**config.mk**
```make
export PLATFORM = sky130hd
export DESIGN_NAME = ram_sp_param
export DESIGN_NICKNAME = d
export VERILOG_FILES = /design/src/rtl/ram_sp_param.sv
export SDC_FILE = /design/constraint.sdc
export NUM_CORES = 1
export LEC_CHECK = 0
export CORE_MARGIN = 4
export CORE_UTILIZATION = 45
export DETAILED_ROUTE_END_ITERATION = 8
export PLACE_DENSITY = 0.73
export SLEW_MARGIN = 20
export SYNTH_ARGS = -nofsm -noshare
export SYNTH_HDL_FRONTEND = slang
export SYNTH_SLANG_ARGS = --single-unit
```
**constraint.sdc**
```tcl
create_clock -name clk -period 2.45 [get_ports clk]
set_input_delay 0.245 -clock clk [delete_from_list [all_inputs] [get_ports clk]]
set_output_delay 0.245 -clock clk [all_outputs]
set_load 0.02 [all_outputs]
```
**src/rtl/ram_sp_param.sv**
```systemverilog
// Parametrised single-port synchronous RAM with a hardware clear sweep and
// a configurable-latency read pipeline that raises data_valid on each read.
module ram_sp_param #(
    parameter int unsigned           DATA_WIDTH   = 4,
    parameter int unsigned           ADDR_WIDTH   = 5,
    parameter int unsigned           READ_LATENCY = 1,
    parameter int unsigned           WRITE_FIRST  = 0,
    parameter logic [DATA_WIDTH-1:0] CLEAR_VALUE  = '0
) (
    input  logic                  clk,
    input  logic                  reset,
    input  logic                  clear,
    output logic                  busy,
    input  logic [ADDR_WIDTH-1:0] address,
    input  logic [DATA_WIDTH-1:0] data_in,
    input  logic                  write_enable,
    input  logic                  read_enable,
    output logic [DATA_WIDTH-1:0] data_out,
    output logic                  data_valid
);

    localparam int unsigned           DEPTH     = 2 ** ADDR_WIDTH;
    localparam logic [ADDR_WIDTH-1:0] LAST_ADDR = ADDR_WIDTH'(DEPTH - 1);

    typedef enum logic {
        IDLE  = 1'b0,
        CLEAR = 1'b1
    } state_t;

    state_t                  state_q, state_d;
    logic [ADDR_WIDTH-1:0]   clear_addr_q, clear_addr_d;
    logic [DATA_WIDTH-1:0]   mem [DEPTH];
    logic [DATA_WIDTH-1:0]   rd_word_c;
    logic                    wr_accept_c, rd_accept_c, sweep_we_c;
    logic [DATA_WIDTH-1:0]   rd_data_q;
    logic                    rd_valid_q;

    // Sweep controller: state register
    always_ff @(posedge clk) begin
        if (reset) begin
            state_q      <= CLEAR;
            clear_addr_q <= '0;
        end else begin
            state_q      <= state_d;
            clear_addr_q <= clear_addr_d;
        end
    end

    // Sweep controller: next state; address holds at the last word so it never wraps
    always_comb begin
        state_d      = state_q;
        clear_addr_d = clear_addr_q;
        case (state_q)
            IDLE: begin
                if (clear) begin
                    state_d      = CLEAR;
                    clear_addr_d = '0;
                end
            end
            CLEAR: begin
                if (clear_addr_q == LAST_ADDR) begin
                    state_d = IDLE;
                end else begin
                    clear_addr_d = clear_addr_q + ADDR_WIDTH'(1);
                end
            end
            default: state_d = CLEAR;
        endcase
    end

    assign busy        = (state_q == CLEAR);
    assign sweep_we_c  = busy && !reset;
    assign wr_accept_c = !busy && !reset && write_enable;
    assign rd_accept_c = !busy && !reset && read_enable;
    assign rd_word_c   = ((WRITE_FIRST != 0) && write_enable) ? data_in : mem[address];

    // Storage array: left without reset so it maps onto block RAM
    always_ff @(posedge clk) begin
        if (sweep_we_c) begin
            mem[clear_addr_q] <= CLEAR_VALUE;
        end else if (wr_accept_c) begin
            mem[address] <= data_in;
        end
    end

    // First read stage; data holds between reads
    always_ff @(posedge clk) begin
        if (reset) begin
            rd_data_q  <= '0;
            rd_valid_q <= 1'b0;
        end else begin
            rd_valid_q <= rd_accept_c;
            if (rd_accept_c) begin
                rd_data_q <= rd_word_c;
            end
        end
    end

    if (READ_LATENCY == 2) begin : g_rl2
        logic [DATA_WIDTH-1:0] out_data_q;
        logic                  out_valid_q;

        // Extra output register; keeps running through a sweep so in-flight reads finish
        always_ff @(posedge clk) begin
            if (reset) begin
                out_data_q  <= '0;
                out_valid_q <= 1'b0;
            end else begin
                out_valid_q <= rd_valid_q;
                if (rd_valid_q) begin
                    out_data_q <= rd_data_q;
                end
            end
        end

        assign data_out   = out_data_q;
        assign data_valid = out_valid_q;
    end else begin : g_rl1
        assign data_out   = rd_data_q;
        assign data_valid = rd_valid_q;
    end

endmodule

```
# Word-level counts from Yosys, hierarchy flattened
# Memory sizes are Yosys's and may differ from the RTL's. A register that Yosys moved wholly into a read port is not among the register bits.
# Cells that the tools add are included.
[classes]
eq_ne = 3
order_cmp = 0
n_mux = 14
n_mul = 0
bitwise_logic = 1
div = 0
n_addsub = 1
n_shift = 0
n_reduce_logical = 8
[ops]
columns = ["op", "count"]
rows = [
  ["5-bit two-way mux", 3],
  ["5-bit case mux with 2 select lines", 1],
  ["1-bit two-way mux", 8],
  ["5-bit by 1-bit adder with 5-bit output, second input constant", 1],
  ["5-bit == test, second input constant", 1],
  ["1-bit logical AND", 4],
  ["4-bit two-way mux", 1],
  ["2-bit inequality test, second input constant", 2],
  ["4-bit OR reduction", 1],
  ["1-bit logical NOT", 2],
  ["1-bit case mux with 2 select lines", 1],
  ["2-bit AND reduction", 1],
  ["1-bit inverter", 1],
]
[word_totals]
latchBits = 0
mem_count = 1
output_inout_bits = 6
regBits = 7
romBits = 0
mem_bits_rw = 128
elab_cells = 31
in_bits = 14
[memory_table]
columns = ["memory", "depth", "word_bits", "read_ports", "rd_clocked_by_memory_dff", "wr", "line_no", "text"]
rows = [
  ["mem", 32, 4, 1, 1, 1, "32", "logic [DATA_WIDTH-1:0] mem [DEPTH];"],
]

# Depth between registers and ports, before layout
[depth]
depth_word = 8
depth_mapped = 8
mapped_depth_nobuf = 7

# Worst setup path after synthesis
# Ideal clock, no wire load.
[synth_timing]
path_kind = "flip-flop to flip-flop"
from = "reg state_q (netlist: busy)"
to = "mem mem[24][0], enable pin"
arrival_ps = 1739
setup_ps = 329
slack_ps = 382
synth_period_minus_slack_ps = 2068
t_required_ps = 2121
stages_incl_launch_ff = 7
cell_sequence = "dfxtp_1 -> nor3b_1 -> buf_2 -> mux2i_1 -> nor2b_1 -> nand2_1 -> nor2_1"
[synth_via]
elab_chain_len = 8
[synth_lines]
columns = ["item", "line_no", "text"]
rows = [
  ["start, declared", "30", "state_t state_q, state_d;"],
  ["start signal, assigned", "44", "state_q <= state_d;"],
  ["1-bit logical NOT", "73", "assign wr_accept_c = !busy && !reset && write_enable;"],
  ["1-bit logical AND (2 in series)", "73", ""],
  ["1-bit two-way mux", "81", "end else if (wr_accept_c) begin"],
  ["1-bit two-way mux", "79", "if (sweep_we_c) begin"],
  ["1-bit two-way mux (implied by the code)", "82", "mem[address] <= data_in;"],
  ["4-bit OR reduction (no line)", "--", ""],
  ["5-bit two-way mux (no line) or 1-bit two-way mux (tied branches)", "--", ""],
  ["end, declared", "32", ""],
]
# Parallel ways exist; a longest one is shown, timed or not.

# Worst setup path after layout
[layout_timing]
from = "reg state_q (netlist: busy)"
to = "mem mem[17][2], enable pin"
# Same word-level chain as after synthesis.

==> results.txt <==
Area growth, synth to finish = 21.96%
pre-CTS WS = -0.07556 ns
Post-CTS Setup Repair Bufs = 0
initial antenna violation count = 0
Final Hold Vio Count = 0
input/output buffers = 19
GP Congestion = 0.8334
worst hold start = data_out[1]$_SDFFE_PP0P_
TritonRoute pass-1 iters = 5
Hold Path Class = flip-flop to flip-flop
CORE AREA = 12,210 sq um
DRC viols = 0
# rows = 40
CP Capture Type = flip-flop
Final Setup Violations = 0
final wirelength = 11,830 um
Post-CTS Hold Buffers = 0
Synth top area share = 67.34%
cts bufs inserted = 17
CP Buf/Inv Count = 2
synth top area cells = edfxtp_1, mux2i_1, mux4_2
Starting Density = 46.74%
RSZ-0062 raised after global routing = no
Crit path required time = 2.52 ns
status = finished, final reports clean
worst-path maximum fanout = 6
Sink Count = 139
placed cells = 565
critical path depth = 6
Crit Reg-Reg Startpoint = busy$_SDFF_PP1_
post-route ant nets = 0
period utilization = 85.22%
Net count, final = 432
fillcell total = 968
#FFs+latches synth = 139
clk_skew = 0.007292 ns
Setup crit end = mem[17][2]$_DFFE_PP_
Post-DP Area = 6409 sq um
crit-path cells = nor3b_1, buf_4, mux2i_1, buf_4, nand3_1, nor2_1
routed vias/inst = 5.603
first-pass GRT wire length = 18,880 um
Max H-tree Level = 4
post-synthesis cell count = 344
CTS tree = done
worst-margin pin slew = 0.4007 ns
DR iter-0 viols = 378
yosys warns = 0
post-synthesis area per instance = 16.59 sq um
critical path launch point type = flip-flop
critical path's slowest cell = nor2_1
Post-Layout Cell Count = 597
post-synthesis cell area = 5708 sq um
Largest delay share family, worst path = simple AND/OR/NAND/NOR gates
arrival time worst endpoint = 2.16 ns
maxcap violations = 0
die height = 120.6 um
ANT cells = 0
share of post-route cells with drive strength above 1 = 25.64%
Tmin final = 2.088 ns
root buffer cell = clkbuf_16
overall routing resource usage = 17.59%
io pins = 20
relative slew slack = 73.19%
Post-CTS Resized = 0
R2R depth = 6
critical path class = flip-flop to flip-flop
routed length per instance = 19.81 um
pwr dens = 738.9 nW/um^2
worst hold slack = 0.5200 ns
DR vias = 3,345
reg2reg end = mem[17][2]$_DFFE_PP_
VDD IR max = 0.4905 mV
vias in the first global route = 3,406
detailed placement HPWL = 7936 um
largest net degree at the start of global routing = 39
setup slack after layout = 0.3622 ns
Yosys cell types = 38
post-synthesis sequential area ratio = 71.20%
total negative slack = 0 ns
Max Clk Rate = 0.4790 GHz
largest area contributor in the netlist = edfxtp_1
clk slew on worst S/H paths = 0.06 ns
Die ar. = 14,550 sq um
Final Max Slew Viols = 0
Design Area, Final = 6962 sq um
syn_nets = 360
crit path launch = busy$_SDFF_PP1_
max incr delay on CP = 0.38 ns
gr ovfl total = 0
Die X = 120.6 um
CTS max path bufs = 2
cell leakage power = 0.002232 uW
most used cell, CP = buf_4
worst skew pair latency = 0.41 ns
r2r setup slk = 0.36 ns
==> cell usage in the layout (no fill, tap or decap), types with 2 or more instances in the layout <==
| master | n |
|---|---|
| a211oi_1 | 4 |
| a21oi_1 | 4 |
| a221oi_1 | 4 |
| a22o_1 | 3 |
| a22oi_1 | 9 |
| a311oi_1 | 2 |
| a31oi_1 | 2 |
| and2_1 | 4 |
| buf_12 | 2 |
| buf_4 | 47 |
| clkbuf_16 | 17 |
| clkdlybuf4s50_1 | 18 |
| clkinv_2 | 4 |
| clkinv_4 | 3 |
| clkinvlp_4 | 4 |
| dfxtp_1 | 11 |
| edfxtp_1 | 128 |
| ha_1 | 2 |
| inv_1 | 4 |
| inv_6 | 2 |
| mux2_2 | 17 |
| mux2i_1 | 25 |
| mux4_1 | 5 |
| mux4_2 | 11 |
| nand2_1 | 18 |
| nand3_1 | 4 |
| nor2_1 | 43 |
| nor2b_1 | 7 |
| nor3b_1 | 2 |
| o21ai_0 | 4 |
| o221ai_1 | 4 |
| o311ai_0 | 3 |
==> synthesized netlist by cell type (all sizes together) <==
cell type	n
nor2b	7
a2bb2oi	1
buf	11
o311ai	3
a221oi	4
nor3b	2
or2	1
mux2i	25
mux4	16
clkbuf	4
ha	2
and2	4
and4b	1
a21oi	4
edfxtp	128
nand3	4
a311oi	2
nand3b	1
o221ai	4
nand2	18
inv	4
dfxtp	11
a32o	1
a22o	3
o21ai	4
mux2	17
o211ai	1
nand2b	1
and3	1
a22oi	9
nor2	43
a211oi	4
a31oi	2
a221o	1
==> how the worst min path moves through the flow <==
stage	depth (start not counted)	to
2_1_floorplan	2	data_valid$_SDFF_PP0_
3_3_place_gp	1	data_out[1]$_SDFFE_PP0P_
3_5_place_dp	1	data_out[1]$_SDFFE_PP0P_
4_1_cts	1	data_out[1]$_SDFFE_PP0P_
5_1_grt	1	data_out[1]$_SDFFE_PP0P_
6_report	1	data_out[1]$_SDFFE_PP0P_
==> power by group <==
part | internal [uW] | leakage (uW) | switching, uW
Combinational | 108 | 0.000855 | 122
Clock | 1390 | 0.000262 | 939
Sequential | 2570 | 0.00112 | 8.54
Total | 4070 | 0.00223 | 1070
==> cell type report <==
| cell class | instances | area, sq um | share of cell area [%] |
|---|---|---|---|
| Clock buffer | 18 | 429.2 | 6.165 |
| Sequential cell | 139 | 4064 | 58.38 |
| Inverter | 4 | 15.01 | 0.2157 |
| Tap cell | 168 | 210.2 | 3.019 |
| Timing Repair Buffer | 68 | 578.1 | 8.303 |
| Multi-Input combinational cell | 186 | 1541 | 22.14 |
| Clock inverter | 14 | 123.9 | 1.779 |
==> stage by stage <==
| step | power (uW) | utilization [%] |
|---|---|---|
| after floorplan | 2764 | - |
| after global placement | 2853 | 52.48 |
| after detailed placement | 2858 | 52.48 |
| after CTS | 5184 | 57.01 |
| after global routing | 5321 | 57.01 |
| final | 5144 | 57.01 |
==> kinds of logic (layout without fill, tap and decap cells) <==
logic type / after synthesis / in the layout / synth area share (%)
DFF: 139 / 139 / 71.20
and+or+nand+nor: 83 / 83 / 6.466
muxes: 58 / 58 / 14.38
AOI/OAI and AO/OA: 43 / 43 / 5.721
buffers and inverters: 19 / 104 / 1.797
adders and majority gates: 2 / 2 / 0.4383
==> worst reg2reg max path, cell delays in order, from the launching register on <==
cell     delay (ns)
dfxtp_1        0.31
nor3b_1        0.26
buf_4          0.22
mux2i_1        0.23
buf_4          0.17
nand3_1        0.18
nor2_1         0.38
==> routing by layer <==
layer  track usage [%]  routed length, um  share of wire (%)  vias up
li1                  -                  -                  -     1509
met1             23.35               5166                 44     1683
met2             27.14               5665                 48      129
met3             5.051                714                6.0       24
met4             7.578                279                2.4        0
met5                 0                  0                  0        -
==> registers in the layout, summed over array words and instances, names as in the netlist <==
| signal | flops |
|---|---|
| mem | 128 |
| clear_addr_q | 5 |
| data_out | 4 |
| busy | 1 |
| data_valid | 1 |
(Power assumes the default switching activity.)
